--- src/rtl/relu2_layer_ctrl.sv ---
// Streams N elements from the layer-2 output buffer through ReLU into relu2 memory.
// Optional negative-element counter enabled by defining RELU2_CTRL_NEGCNT_EN.
module relu2_layer_ctrl #(
   parameter int N        = 64,
   parameter int DATA_W   = 32,
   parameter int ADDR_W   = 16,
   parameter int SRC_BASE = 0,
   parameter int DST_BASE = 0
) (
   input  logic              clk,
   input  logic              rst,
   input  logic              start,
   output logic              busy,
   output logic              done,
   output logic [ADDR_W-1:0] src_read_addr,
   input  logic [DATA_W-1:0] src_data_out,
   output logic [ADDR_W-1:0] dst_write_addr,
   output logic [DATA_W-1:0] dst_data_in,
   output logic              dst_write_en,
   output logic [ADDR_W-1:0] neg_count
);

   typedef enum logic [1:0] {IDLE, RUN, FLUSH} state_t;

   localparam logic [ADDR_W-1:0] SRC_BASE_A = ADDR_W'(SRC_BASE);
   localparam logic [ADDR_W-1:0] DST_BASE_A = ADDR_W'(DST_BASE);
   localparam logic [ADDR_W-1:0] LAST_IDX   = ADDR_W'(N - 1);
   localparam logic [ADDR_W-1:0] ONE        = ADDR_W'(1);

   state_t              state;
   logic [ADDR_W-1:0]   rd_cnt;
   logic [DATA_W-1:0]   relu_val;

   assign relu_val = src_data_out[DATA_W-1] ? '0 : src_data_out;

   // NOTE: sequential state uses non-blocking assignments only, so every register
   // samples pre-edge values regardless of statement order.
   always_ff @(posedge clk or posedge rst) begin
      if (rst) begin
         state          <= IDLE;
         rd_cnt         <= '0;
         busy           <= 1'b0;
         done           <= 1'b0;
         src_read_addr  <= '0;
         dst_write_addr <= '0;
         dst_data_in    <= '0;
         dst_write_en   <= 1'b0;
      end else begin
         done <= 1'b0;
         case (state)
            IDLE: begin
               dst_write_en <= 1'b0;
               if (start) begin
                  state         <= RUN;
                  busy          <= 1'b1;
                  rd_cnt        <= '0;
                  src_read_addr <= SRC_BASE_A;
               end
            end
            RUN: begin
               // The write-port registers double as the single pipeline stage.
               dst_data_in    <= relu_val;
               dst_write_addr <= DST_BASE_A + rd_cnt;
               dst_write_en   <= 1'b1;
               if (rd_cnt == LAST_IDX) begin
                  state <= FLUSH;
               end else begin
                  rd_cnt        <= rd_cnt + ONE;
                  src_read_addr <= SRC_BASE_A + rd_cnt + ONE;
               end
            end
            FLUSH: begin
               dst_write_en <= 1'b0;
               busy         <= 1'b0;
               done         <= 1'b1;
               state        <= IDLE;
            end
            default: state <= IDLE;
         endcase
      end
   end

`ifdef RELU2_CTRL_NEGCNT_EN
   always_ff @(posedge clk or posedge rst) begin
      if (rst) begin
         neg_count <= '0;
      end else if (state == IDLE && start) begin
         neg_count <= '0;
      end else if (state == RUN && src_data_out[DATA_W-1]) begin
         neg_count <= neg_count + ONE;
      end
   end
`else
   assign neg_count = '0;
`endif

endmodule

--- config.mk ---
export PLATFORM = sky130hd
export DESIGN_NAME = relu2_layer_ctrl
export DESIGN_NICKNAME = d
export VERILOG_FILES = /design/src/rtl/relu2_layer_ctrl.sv
export SDC_FILE = /design/constraint.sdc
export NUM_CORES = 1
export LEC_CHECK = 0
export BUFFER_PORTS_ARGS = -buffer_cell sky130_fd_sc_hd__clkbuf_2
export CORE_MARGIN = 2
export CORE_UTILIZATION = 53
export DETAILED_ROUTE_END_ITERATION = 6
export GPL_TIMING_DRIVEN = 0
export HOLD_SLACK_MARGIN = 0.03
export MAX_ROUTING_LAYER = met4
export PLACE_DENSITY_LB_ADDON = 0.3
export SETUP_SLACK_MARGIN = 0.5
export SYNTH_ARGS = -nofsm -noshare
export SYNTH_HDL_FRONTEND = slang
export SYNTH_SLANG_ARGS = --single-unit
export TNS_END_PERCENT = 30
--- constraint.sdc ---
create_clock -name clk -period 3.65 [get_ports clk]
set_input_delay 0.1825 -clock clk [delete_from_list [all_inputs] [get_ports clk]]
set_output_delay 0.1825 -clock clk [all_outputs]
set_load 0.005 [all_outputs]
==> results_dict.tcl, run 1 <==
set metrics [dict create \
    fillers 497 \
    final_common_cell "clkbuf_2" \
    post_drt_wl_per_cell_um 14.18 \
    pre_cts_ws_ns 1.706 \
    hold_class "in2reg" \
    detail_route.drc_violations 0 \
    async_reset_ff_share_pct 100.0 \
    grt_start_max_net_pins 69 \
    cts_resized 0 \
    finalWorstSetupSlack_ns 1.688 \
    max_slew.worst_pin.slew_ns 0.8244 \
    cts_tree "built" \
    cts-htree-levels 3 \
    cts-hold-fix-buffers 1 \
    netlist_area_um2 3191 \
    fin_nets 498 \
    crit_arrival_ns 2.19 \
    fin_skew_ns 0.009449 \
    synth_xor_area_share_pct 0 \
    timing.slew.headroom_pct 45.04 \
    synth_compound_area_share_pct 14.55 \
    slew_violations 0 \
    critPathKind "reg2reg" \
    period_share_pct 53.76 \
    grt_antenna_before_repair 0 \
    finalSetupTns_ns 0 \
    setup-violations-final 0 \
    dr.first_iter.drc_count 199 \
    place_inst 525 \
    synthMuxAreaShare_pct 0.3137 \
    clk_pin_slew_ns 0.07 \
    rsz0062_at_grt "no" \
    postCtsSetupBuffers 0 \
    grt_overflow 0 \
    synth_seq_area_share_pct 53.33 \
    avgSynthCellArea_um2 9.553 \
    clockBufferDepth 2 \
    crit_slowest_cell "dfrtp_1" \
    synth_edf_count 0 \
    fp-row-count 28 \
    yosys_register_bits 68 \
    dieArea_um2 6657 \
    start_util_pct 54.21 \
    static-leakage-power_uw 0.002040 \
    io_buffers 100 \
    yosys_warnings 0 \
    fin_crit_ns 1.962 \
    max_freq_mhz 509.7 \
    final_cell_mix "clkbuf_2, nand2_1, dfrtp_1" \
    multi_input_area_um2 1256 \
    core_area_um2 5886 \
    wl_um 7686 \
    dp_hpwl_um 5406 \
    syn_to_final_growth_pct 27.25 \
    final_hold_viol_count 0 \
    grt_pass1_wl_um 11760 \
    synth_fa_ha_area_share_pct 0.3922 \
    fin_util_pct 68.98 \
    fp.dieH_um 81.59 \
    netlist_instances 334 \
    status "completed" \
    worstSkewPairLatency_ns 0.34 \
    worst_setup_path_start_kind "register" \
    regArea_um2 1702 \
    drv_cap 0 \
    crit_required_ns 3.87 \
    routed_via_density 5.137 \
    synthSimpleGateAreaFrac_pct 22.12 \
    num_vias 2784 \
    vdd_drop_max_v 0.0002579 \
    synth_top_family_by_area "simple AND/OR/NAND/NOR gates" \
    critPathMaxFanout 6 \
    dr.pass1.iters 4 \
    critPathCaptureType "register" \
    grt_pass1_vias 2532 \
    cts_buffers 9 \
    gp_congestion 0.8626 \
    cts_root_buffer "clkbuf_8" \
    synthFlopType "dfrtp_1" \
    ios 118 \
    fin_cells 542 \
    grt_use_total_pct 24.18 \
    postRouteAntennaNets 0 \
    drive_gt1_share_pct 32.76 \
    power_density_nw_per_um2 531.7 \
    cpPeakStageDelay_ns 0.45 \
    synth.distinct_cells 44 \
    n_antenna_cell 0 \
    cts_num_sinks 68 \
    fp.dieW_um 81.59 \
    path_cells "ha_1 -> and4bb_2 -> and4_4 -> a21o_4 -> a211o_2" \
]
[through the flow]
stage          cell area, um2  hold slack, ns  total power (uW)
2_1_floorplan            3251          0.3306              1311
3_3_place_gp             3845          0.4211              1520
3_5_place_dp             3847          0.3972              1541
4_1_cts                  4060         0.06507              2170
5_1_grt                  4060         0.07484              2282
6_report                 4060         0.07094              2159
[synth_stat cells (2+ instances only)]
cell	number	area, um2
a211o_2	2	20.02
inv_1	8	30.03
nor2_1	4	15.01
nor3_1	5	25.02
nand4_1	5	31.28
nor4_1	7	43.79
nand3_1	6	30.03
nand2b_1	32	200.2
dfrtp_1	68	1702
buf_4	17	127.6
buf_6	3	33.78
o21ai_0	38	190.2
a21oi_1	8	40.04
nor4_2	2	25.02
a31oi_1	6	37.54
clkbuf_1	15	56.30
a2bb2oi_1	2	17.52
nand2_1	76	285.3
o21a_1	5	37.54
[cell type report]
type                    count  area share [%]
repair buffers            101           12.57
inverters                   9          0.9553
well taps                  75           2.311
plain buffers              38           6.317
clock inverters             4           1.171
clock buffers              12           3.821
multi-input cells         235           30.94
flip-flops and latches     68           41.91
[metal layers]
layer	part of all wire (%)	track usage [%]	routed length, um
met1	43	31.06	3285
met3	6.2	3.626	477
met2	49	37.30	3754
met4	2.2	12.83	169
met5	0	-	0
[report_power, final]
| part | total, uW | internal (uW) | switching [uW] |
|---|---|---|---|
| registers | 997 | 881 | 116 |
| clock network | 630 | 351 | 280 |
| logic | 531 | 264 | 267 |
| total | 2160 | 1500 | 663 |
[registers in the layout, summed over array words and instances, names as in the netlist]
| register | count |
|---|---|
| done | 1 |
| busy | 1 |
| dst_write_en | 1 |
| dst_write_addr | 16 |
| state | 2 |
| rd_cnt | 16 |
| dst_data_in | 31 |
[critical path, delay by kind of cell (launching register included)]
kind,cells,cell delay [ns]
AOI/OAI and AO/OA,2,0.58
and+or+nand+nor,2,0.51
DFF,1,0.45
adders and majority gates,1,0.31
[cell families after synthesis]
logic type               Yosys count
AO/OA/AOI/OAI                     73
AND/OR/NAND/NOR                  143
buffers and inverters             47
adder cells (fa/ha/maj)            1
multiplexers                       1
flip-flops                        68
other                              1
[worst paths after layout]
check / slack, ns / endpoint / depth (start not counted) / start
max in group asynchronous: 2.54 / dst_data_in[8] / 3 / rst
hold / removal: 0.07 / dst_data_in[28] / 3 / src_data_out[28]
hold reg to reg: 0.47 / dst_write_addr[4] / 2 / dst_write_addr[4]
setup reg to reg: 1.69 / rd_cnt[4] / 5 / rd_cnt[0]
setup / recovery: 1.69 / rd_cnt[4] / 5 / rd_cnt[0]
min in group asynchronous: 0.58 / dst_data_in[25] / 3 / rst
Note: power is estimated with default switching activity, not from simulation.
==> run 2, diff against run 1 <==
- CORE_UTILIZATION: 53 -> 44
- clock period: 3.65 -> 1.59 ns (I/O delays scaled with it)
==> results_dict.tcl, run 2 (synthesized netlist as in run 1, its figures left out) <==
set metrics [dict create \
    grt_overflow 0 \
    violations "hold timing, setup timing" \
    critPathKind "reg2reg" \
    dr_wl_met2_um 5768 \
    clk_pin_slew_ns 0.07 \
    r2r_cells 6 \
    rsz0062_at_grt "yes" \
    cts-hold-fix-buffers 32 \
    power_density_nw_per_um2 1064 \
    dieArea_um2 7949 \
    crit_required_ns 1.83 \
    timing.slew.headroom_pct 49.38 \
    drive_gt1_share_pct 54.82 \
    top_register "dst_data_in" \
    cpPeakStageDelay_ns 0.47 \
    cts_tree "built" \
    critPathMaxFanout 6 \
    grt_start_max_net_pins 36 \
    n_antenna_cell 0 \
    final_hold_viol_count 33 \
    crit_start "rd_cnt[8]" \
    dp_hpwl_um 5585 \
    max_slew.worst_pin.slew_ns 0.7577 \
    fp.dieH_um 89.16 \
    fp.dieW_um 89.16 \
    top_layer_used "met4" \
    drv_cap 0 \
    critPathCaptureType "register" \
    setup-violations-final 17 \
    fp-row-count 31 \
    post_drt_wl_per_cell_um 17.94 \
    ios 118 \
    largest_reg_flops 31 \
    grt_pass1_vias 2969 \
    status "finished with violations" \
    detail_route.drc_violations 0 \
    hold_class "in2async" \
    slew_violations 0 \
    worst_setup_path_start_kind "register" \
    io_buffers 100 \
    placed_cell_area_um2 3899 \
    crit_arrival_ns 1.98 \
    reg_top3 "dst_data_in x31, dst_write_addr x16, rd_cnt x16" \
    postRouteAntennaNets 0 \
    clockBufferDepth 2 \
    cts_buffers 9 \
    syn_to_final_growth_pct 69.73 \
    fin_nets 560 \
    cts_num_sinks 68 \
    fin_skew_ns 0.008400 \
    postLayoutCellArea_um2 5415 \
    timing.rr.end "state[0]" \
    final_common_cell "clkbuf_2" \
    routed_via_density 5.301 \
    fin_util_pct 75.88 \
    period_share_pct 109.5 \
    start_util_pct 44.71 \
    whs_ns -0.1553 \
    fillers 469 \
    vdd_drop_max_v 0.0005215 \
    pre_cts_ws_ns -0.3468 \
    dr.first_iter.drc_count 213 \
    grt_pass1_wl_um 14550 \
    r2r-start "rd_cnt[8]" \
    num_vias 3329 \
    grt_use_total_pct 25.05 \
    crit_slowest_cell "dfrtp_2" \
    met1_length_um 4216 \
    worstSetupEndpoint "state[0]" \
    core_area_um2 7137 \
    cts_root_buffer "clkbuf_8" \
    gp_congestion 0.8592 \
    wl_met3_um 814 \
    worstSkewPairLatency_ns 0.35 \
    path_cells "nor4_4 -> and4_4 -> a21o_4 -> inv_4 -> clkbuf_16 -> buf_6" \
    final_cell_mix "clkbuf_2, dfrtp_1, buf_4" \
    finalWorstSetupSlack_ns -0.1503 \
    wl_um 11270 \
    cts-htree-levels 3 \
    grt_antenna_before_repair 0 \
    rrSetupSlack_ns -0.15 \
    static-leakage-power_uw 0.002824 \
    dr.pass1.iters 6 \
    fin_crit_ns 1.740 \
    max_freq_mhz 574.6 \
]
-- run 2: final cells by class --
class	instances	area [um2]	share of cell area, %
clock buffer	12	145.1	2.680
inverter	9	40.04	0.7394
multi-input combinational	235	1698	31.35
buffer	38	454.2	8.387
timing repair buffer	163	1171	21.63
clock inverter	4	72.57	1.340
sequential	68	1710	31.59
tap	99	123.9	2.287
-- run 2: what timing repair did --
| item | 4_1_cts | 5_1_grt |
|---|---|---|
| setup endpoints to repair | 67 | 72 |
| gates cloned | 2 | 3 |
| setup buffers | 17 | 8 |
| hold endpoints to repair | 65 | 33 |
| pin swaps | 66 | 21 |
| resized for setup | 146 | 77 |
-- run 2: where the power goes --
| part | switching [uW] | total (uW) | internal (uW) |
|---|---|---|---|
| clock | 671 | 1600 | 925 |
| sequential | 334 | 2370 | 2030 |
| combinational | 880 | 1800 | 919 |
-- run 2: critical path, delay by kind of cell, from the launching register on --
| family | cells | cell delay, ns |
|---|---|---|
| flip-flops | 1 | 0.47 |
| buffers and inverters | 3 | 0.33 |
| AO/OA/AOI/OAI | 1 | 0.19 |
| AND/OR/NAND/NOR | 2 | 0.65 |
-- run 2: metrics by stage --
stage               total power (uW)  std cells  TNS, ns
finish                          5761        628   -1.863
global route                    5987        628   -2.310
CTS                             5463        617  -0.4494
detailed placement              3550        550   -10.98
global placement                3507        549   -10.21
floorplan                       3009        350   -1.624
-- run 2: per-layer routing --
layer	global-route usage, %	up-vias
li1	-	1485
met1	31.25	1587
met2	38.72	203
met3	6.187	54
met4	11.13	0
met5	-	-
-- run 2: worst min-delay path by stage --
| stage | from | endpoint | slack (ns) |
|---|---|---|---|
| floorplan | src_data_out[6] | dst_data_in[6] | 0.23 |
| global placement | src_data_out[8] | dst_data_in[8] | 0.32 |
| detailed placement | rst | dst_data_in[0] | 0.24 |
| CTS | rst | dst_data_in[6] | -0.13 |
| global route | rst | dst_data_in[0] | -0.1 |
| finish | rst | dst_data_in[0] | -0.16 |
